===== src/rtl/inst_fetch_unit.sv =====
// Instruction fetch front end for a synchronous ROM: issues fetch_pc, tags the returned word,
// squashes the single wrong-path fetch on redirect, and keeps sticky address/alignment error flags.
module inst_fetch_unit #(
  parameter int          ADDR_W   = 6,
  parameter int          DATA_W   = 32,
  parameter logic [31:0] RESET_PC = 32'h0000_0000
) (
  input  logic              clka,
  input  logic              rst,
  input  logic              stall,
  input  logic              redirect,
  input  logic [1:0]        redirect_mode,
  input  logic [31:0]       redirect_pc,
  input  logic [DATA_W-1:0] rom_douta,
  output logic [ADDR_W-1:0] rom_addra,
  output logic              rom_ena,
  output logic [DATA_W-1:0] inst_code,
  output logic              inst_valid,
  output logic [31:0]       inst_pc,
  output logic [31:0]       fetch_pc,
  output logic [31:0]       fetch_cnt,
  output logic              addr_err,
  output logic              align_err
);

  logic        take;
  logic        out_of_rom;
  logic [31:0] seq_pc;
  logic [31:0] rel_off;
  logic [31:0] target;

  // A redirect raised against a squashed slot has no instruction behind it, so it is dropped.
  assign take       = redirect & inst_valid;
  assign rom_ena    = ~stall | take;
  assign rom_addra  = fetch_pc[ADDR_W+1:2];
  assign inst_code  = rom_douta;
  assign seq_pc     = inst_pc + 32'd4;
  assign rel_off    = {{14{redirect_pc[15]}}, redirect_pc[15:0], 2'b00};
  assign out_of_rom = (fetch_pc[31:ADDR_W+2] != '0);

  always_comb begin
    target = redirect_pc;
    case (redirect_mode)
      2'b01:   target = seq_pc + rel_off;
      2'b10:   target = {seq_pc[31:28], redirect_pc[25:0], 2'b00};
      default: target = redirect_pc;
    endcase
  end

  always_ff @(posedge clka or posedge rst) begin
    if (rst) begin
      fetch_pc   <= RESET_PC;
      inst_pc    <= RESET_PC;
      inst_valid <= 1'b0;
      fetch_cnt  <= 32'd0;
      addr_err   <= 1'b0;
      align_err  <= 1'b0;
    end else begin
      if (rom_ena) begin
        fetch_pc   <= take ? {target[31:2], 2'b00} : fetch_pc + 32'd4;
        inst_pc    <= fetch_pc;
        inst_valid <= ~take;
        if (out_of_rom)
          addr_err <= 1'b1;
        if (take && (target[1:0] != 2'b00))
          align_err <= 1'b1;
      end
      if (inst_valid && !stall)
        fetch_cnt <= fetch_cnt + 32'd1;
    end
  end

endmodule


===== config.mk =====
export PLATFORM = sky130hd
export DESIGN_NAME = inst_fetch_unit
export DESIGN_NICKNAME = d
export VERILOG_FILES = /design/src/rtl/inst_fetch_unit.sv
export SDC_FILE = /design/constraint.sdc
export NUM_CORES = 1
export LEC_CHECK = 0
export CAP_MARGIN = 30
export CORE_UTILIZATION = 53
export CTS_BUF_LIST = sky130_fd_sc_hd__clkbuf_16
export DETAILED_ROUTE_END_ITERATION = 10
export PLACE_DENSITY_LB_ADDON = 0.3
export SETUP_SLACK_MARGIN = 0.1
export SLEW_MARGIN = 20
export SYNTH_ARGS = -nofsm -noshare
export SYNTH_HDL_FRONTEND = slang
export SYNTH_SLANG_ARGS = --single-unit

===== constraint.sdc =====
create_clock -name clka -period 7.9 [get_ports clka]
set_input_delay 2.37 -clock clka [delete_from_list [all_inputs] [get_ports clka]]
set_output_delay 2.37 -clock clka [all_outputs]
set_load 0.01 [all_outputs]

Word-level counts from Yosys, hierarchy flattened
Index checks and enable logic that the tools add are counted.
- bits in registers: 99
- add/sub/neg operators: 4
- equality and inequality tests: 2
- multiplexer cells: 2
- bitwise logic cells: 4
- reduce and logical (&&, ||, !) cells: 7
- operators by type and width (operator ; number):
    32-bit by 3-bit adder with 32-bit output, second input constant ; 2
    32-bit case mux with 2 select lines ; 1
    32-bit by 1-bit adder with 32-bit output, second input constant ; 1
    32-bit adder ; 1
    32-bit 2-to-1 mux ; 1
    24-bit nonzero test ; 1
    2-bit AND reduction ; 2
    2-bit by 1-bit equality test with 1-bit output, second input constant ; 1
    2-bit equality test, second input constant ; 1
    1-bit logical AND ; 2
    1-bit NOT ; 2
    2-bit nonzero test ; 1
    1-bit AND ; 1
    1-bit logical NOT ; 1
    1-bit bitwise OR ; 1

Longest topological paths before layout
Gate-level depths: netlist of the first run.
- depth after elaboration: 6
- depth in mapped cells: 16
- gate-level depth less buffers: 14

Worst setup path after synthesis of the first run
No wires, ideal clock.
- path type: in2out
- start: input port stall
- end: output port rom_ena
- data arrival time: 3.423 ns
- data required time: 5.530 ns
- path slack: 2.107 ns
- cell stages on the path: 5
- buffers on the path: 3
- path through: clkbuf_1 > and2_1 > clkbuf_1 > inv_2 > buf_1
- word-level cells in the longest chain between the ends: 2
- ends and longest elaborated chain (what ; RTL line ; RTL):
    from (decl) ; 10 ; input logic stall,
    1-bit NOT ; 34 ; assign rom_ena = ~stall | take;
    1-bit bitwise OR ; 34 ;
    to (decl) ; 16 ; output logic rom_ena,
Every way passes these cells.

Final worst setup path of the first run
Ends and elaborated chain as after synthesis.

==> results.yml, run 1 <==
detailed_routing:
  postRouteAntennaNets: 0
  top_layer: "met4"
  drt-met1-wl_mm: 9.26
  route.met2.wl_mm: 9.65
  vias: 6809
  drt-initial-drc-count: 530
  met3_length_mm: 1.80
  drtPass1Iterations: 7
  vias_per_cell: 6.17
  wl_mm: 21.3
  drc: 0
  wl_per_cell_um: 19.3
logic_synthesis:
  async_flop_share_pct: 100
  synth_edf_count: 0
  synth_area_per_cell_sq_um: 8.91
  synth-seq-cells: 95
  ys_seq_area_share_pct: 31.9
  synth.distinct_cells: 69
  synth_ff_type: "dfrtp_1"
  yosysWarningCount: 0
  netlist_area_sq_mm: 0.00745
  syn_inst: 836
finish:
  area_growth_pct: 20.8
  fillCellCount: 1134
  final_cells: 1103
  nNetsFinal: 1032
  diodes: 0
  post-route-util_pct: 66.9
  mostFrequentLayoutCells: "139 x clkdlybuf4s50_1, 95 x dfrtp_1, 68 x xnor2_1"
  drive_above_1_share_pct: 8.41
  final_common_cell: "clkdlybuf4s50_1"
  ff_latch_area_sq_mm: 0.00238
  multi_input_area_sq_mm: 0.00454
die:
  die_y_um: 121
  dieArea_sq_mm: 0.0145
  die_x_um: 121
  core-area_sq_mm: 0.0135
  rows: 42
  start_util_pct: 55.4
  ioPinCount: 208
clocking:
  root_buffer: "clkbuf_16"
  cts_resized: 0
  cts_inserted_buffers: 9
  clock-sinks: 95
  clk_latency_ps: 370
  clk_pin_slew_worst_paths_ps: 70
  cts_tree: "built"
  postCtsSetupBuffers: 0
  htree_levels: 3
  hold_buffers: 0
  max-clock-path-buffers: 2
sta:
  tns_ps: 0
  setup_viol: 0
  fin_crit_sh_pct: 84.3
  finalHoldViolCount: 0
  worstMarginPinSlew_ps: 856
  fin_skew_ps: 11.3
  slew_headroom_pct: 42.8
  fmax_mhz: 150
  finalCriticalPeriod_ps: 6660
  maxSlewViolCount: 0
  rsz0062_at_grt: "false"
  worst_hold_slack_ps: 482
job:
  maxCapViolCount: 0
global_route:
  grt_pass1_vias: 6341
  grt_pass1_wl_mm: 33.7
  grt_max_degree: 57
  track_usage_pct: 30.1
  overflow: 0
  antenna_found_initial: 0
critical_path:
  endpoint_kind: "output port"
  cp_data_arrival_time_ps: 4290
  crit_fanout: 19
  rr_worst_depth: 14
  endpoint: "rom_ena"
  cp-startpoint: "stall"
  startpoint_type: "input pin"
  required_ps: 5530
  r2r-end: "fetch_pc[29]"
  rr_startpoint: "inst_pc[4]"
  r2r_slack_ps: 3830
  path_class: "input pin to output port"
pwr:
  power.density_mw_per_mm2: 314
  p_leak_uw: 0.00361
  ir_worst_vdd_mv: 0.197
  total_power_uw: 2820
placement:
  dpl.cell_count: 1086
  gp_congestion: 0.944
  place.detailed.hpwl_mm: 15.5
  placement.io_buffers: 139
run_status:
  status: "finished clean"
worst_hold_path:
  hp-class: "register to register"
## worst min path at each step
stage,from,endpoint,cells after the start
global placement,addr_err,addr_err,1
finish,align_err,align_err,1
floorplan,addr_err,addr_err,1
CTS,addr_err,addr_err,1
detailed placement,addr_err,addr_err,1
global route,addr_err,addr_err,1
## power by group
part           internal, uW  switching, uW  total (uW)
combinational           751            759        1510
clock                   227            225         452
sequential              615            245         860
## cell type report
| cell class | instances | share of cell area [%] |
|---|---|---|
| Tap cell | 176 | 2.45 |
| Clock buffer | 9 | 2.50 |
| Timing Repair Buffer | 147 | 16.2 |
| Sequential cell | 95 | 26.4 |
| Inverter | 25 | 1.07 |
| Clock inverter | 7 | 0.959 |
| Multi-Input combinational cell | 644 | 50.4 |
## sequential cells by signal, indices dropped and copies added, names as in the netlist
signal      flops
inst_valid      1
fetch_pc       30
addr_err        1
align_err       1
fetch_cnt      32
inst_pc        30
## cells in the mapped netlist (3+ instances only)
cell type  count  share of area, %
ha_1          39               6.6
dfrtp_1       95                32
nor2_1        58               2.9
o21ai_0       41               2.8
xor2_1        39               4.6
mux2_2        29               4.4
a22oi_1        5              0.50
o21bai_1       7              0.71
and4_1        12               1.4
buf_4         44               4.4
nor2b_1        7              0.59
nand2b_1      11              0.92
nor3_1        18               1.2
nor4_1         7              0.59
o22ai_1        7              0.59
nand3_2        5              0.67
clkbuf_1      26               1.3
nand2_1       62               3.1
a21oi_1       43               2.9
o21ai_1        3              0.20
nand3_1       35               2.4
and3_1         5              0.42
a221oi_1      19               2.2
and2_1         4              0.34
a31oi_1       11              0.92
xnor2_1       68               8.0
buf_1          3              0.15
inv_1         22               1.1
a221o_1        5              0.67
nand4_1       26               2.2
a211oi_1      13               1.3
mux2i_1        4              0.54
o211ai_1       4              0.40
a21o_1        15               1.5
## cell families after synthesis
family,synth area share (%)
adders and majority gates,6.82
xor gates and xnor gates,12.9
and+or+nand+nor,18.9
muxes,4.92
buffers and inverters,7.29
other,0.0503
AOI/OAI and AO/OA,17.2
DFF,31.9
## per-layer routing
layer | vias up | track usage, %
li1 | 3162 | -
met1 | 3258 | 40.8
met2 | 336 | 46.3
met3 | 53 | 7.55
met4 | 0 | 11.0
met5 | - | 0
## stage by stage
stage | setup slack (ps) | area, sq um
after floorplan | 2110 | 7460
after global placement | 1250 | 8680
after detailed placement | 1230 | 8680
after CTS | 1230 | 8990
after global routing | 1160 | 9000
final | 1240 | 9000
## worst max-delay path, cell delays in order
cell and delay [ps]:
clkdlybuf4s50_1 630, and2_1 270, inv_2 370, clkdlybuf4s50_1 640
No activity file was read; power rests on OpenSTA's default activity.
==> run 2, diff against run 1 <==
- CORE_UTILIZATION: 53 -> 45
- clock period: 7.9 -> 5.8 ns (I/O delays scaled with it)
==> run 2 against run 1 <==
  * Combinational power rose by 36%
  * Final cell count rose by 4.0%
  * Final area increased by 1.1%
  * Utilization down 10 points
  * Highest routed layer unchanged
==> results.yml, run 2 (synthesized netlist as in run 1, its figures left out) <==
run_status:
  status: "finished clean"
die:
  die_x_um: 131
  rows: 46
  start_util_pct: 46.6
  die_y_um: 131
  core-area_sq_mm: 0.0160
  ioPinCount: 208
  dieArea_sq_mm: 0.0171
placement:
  placement.io_buffers: 139
  gp_congestion: 0.942
  dpl.cell_count: 1130
  place.detailed.hpwl_mm: 16.5
finish:
  diodes: 0
  final_cells: 1147
  fillCellCount: 1491
  area_growth_pct: 22.2
  top_regs: "fetch_cnt: 32 flops, fetch_pc: 30 flops, inst_pc: 30 flops"
  nNetsFinal: 1036
  mostFrequentLayoutCells: "139 x clkdlybuf4s50_1, 95 x dfrtp_1, 68 x xnor2_1"
  regMostFlops: "fetch_cnt"
  final_common_cell: "clkdlybuf4s50_1"
  largest_reg_flops: 32
  drive_above_1_share_pct: 8.81
sta:
  worstMarginPinSlew_ps: 872
  fin_skew_ps: 11.0
  maxSlewViolCount: 0
  finalCriticalPeriod_ps: 4880
  fin_crit_sh_pct: 84.2
  setup_viol: 0
  rsz0062_at_grt: "false"
  fmax_mhz: 205
  tns_ps: 0
  slew_headroom_pct: 41.7
  finalHoldViolCount: 0
clocking:
  cts_tree: "built"
  postCtsSetupBuffers: 0
  htree_levels: 3
  clk_latency_ps: 360
  cts_inserted_buffers: 9
  clock-sinks: 95
  clk_pin_slew_worst_paths_ps: 80
  max-clock-path-buffers: 2
  root_buffer: "clkbuf_16"
  hold_buffers: 0
  cts_resized: 0
detailed_routing:
  drc: 0
  drtPass1Iterations: 5
  vias: 6759
  vias_per_cell: 5.89
  wl_mm: 22.1
  drt-initial-drc-count: 460
  postRouteAntennaNets: 0
  route.met2.wl_mm: 10.1
  wl_per_cell_um: 19.3
  met3_length_mm: 1.73
  drt-met1-wl_mm: 9.75
  top_layer: "met4"
global_route:
  track_usage_pct: 26.9
  grt_pass1_wl_mm: 35.0
  antenna_found_initial: 0
  grt_max_degree: 70
  grt_pass1_vias: 6549
  overflow: 0
critical_path:
  cp-startpoint: "stall"
  rr_startpoint: "inst_pc[4]"
  path_class: "input pin to output port"
  cp_data_arrival_time_ps: 3140
  endpoint_kind: "output port"
  r2r-end: "fetch_pc[29]"
  cpPeakStageDelay_ps: 550
  startpoint_type: "input pin"
  cp_cell_sequence: "clkdlybuf4s50_1, buf_4, and2_1, inv_2, clkdlybuf4s50_1"
  worst_path_most_repeated_cell: "clkdlybuf4s50_1"
  required_ps: 4060
  crit_fanout: 12
  rr_worst_depth: 14
  slowest_stage: "clkdlybuf4s50_1"
  r2r_slack_ps: 1840
worst_hold_path:
  holdPathStages: 1
  min_to: "fetch_cnt[31]"
  worstHoldStart: "fetch_cnt[31]"
  hp-class: "register to register"
pwr:
  p_leak_uw: 0.00363
  ir_worst_vdd_mv: 0.189
  power.density_mw_per_mm2: 423
job:
  maxCapViolCount: 0
==> run 2: worst max-delay path: cells and delay by family <==
kind          cells  cell delay (ps)
buf+inv           4             1230
simple gates      1              160
==> run 2: stage by stage <==
step,total power (uW),instance area (sq um),hold WS [ps],utilization (%),setup WS [ps]
after floorplan,2460,7460,504,-,1270
after global placement,3190,8760,453,54.7,892
after detailed placement,3210,8760,477,54.7,867
after CTS,3840,9070,494,56.7,908
after global routing,4110,9100,522,56.9,858
final,3850,9100,486,56.9,918
==> run 2: report_power, final <==
group	total [uW]	switching [uW]	internal, uW
sequential	1170	336	838
clock	618	309	309
combinational	2060	1030	1030
==> run 2: worst max path at each step <==
stage / depth (start not counted) / slack, ps / to
2_1_floorplan: 5 / 1270 / rom_ena
3_3_place_gp: 10 / 890 / fetch_pc[30]
3_5_place_dp: 10 / 870 / fetch_pc[29]
4_1_cts: 5 / 910 / rom_ena
5_1_grt: 5 / 860 / rom_ena
6_report: 5 / 920 / rom_ena
==> run 2: layout make-up <==
class                           count  area, sq um  share of cell area, %
Tap cell                          216          270                   2.97
Clock buffer                        9          225                   2.47
Sequential cell                    95         2380                   26.1
Clock inverter                      7         91.3                   1.00
Inverter                           25         96.3                   1.06
Multi-Input combinational cell    644         4540                   49.9
Timing Repair Buffer              151         1500                   16.5
==> run 2: routing by layer <==
metal / GRT usage, % / vias to the layer above
met1: 36.6 / 3224
met2: 42.3 / 316
met3: 5.13 / 46
li1: - / 3173
met4: 10.1 / 0
met5: 0 / -
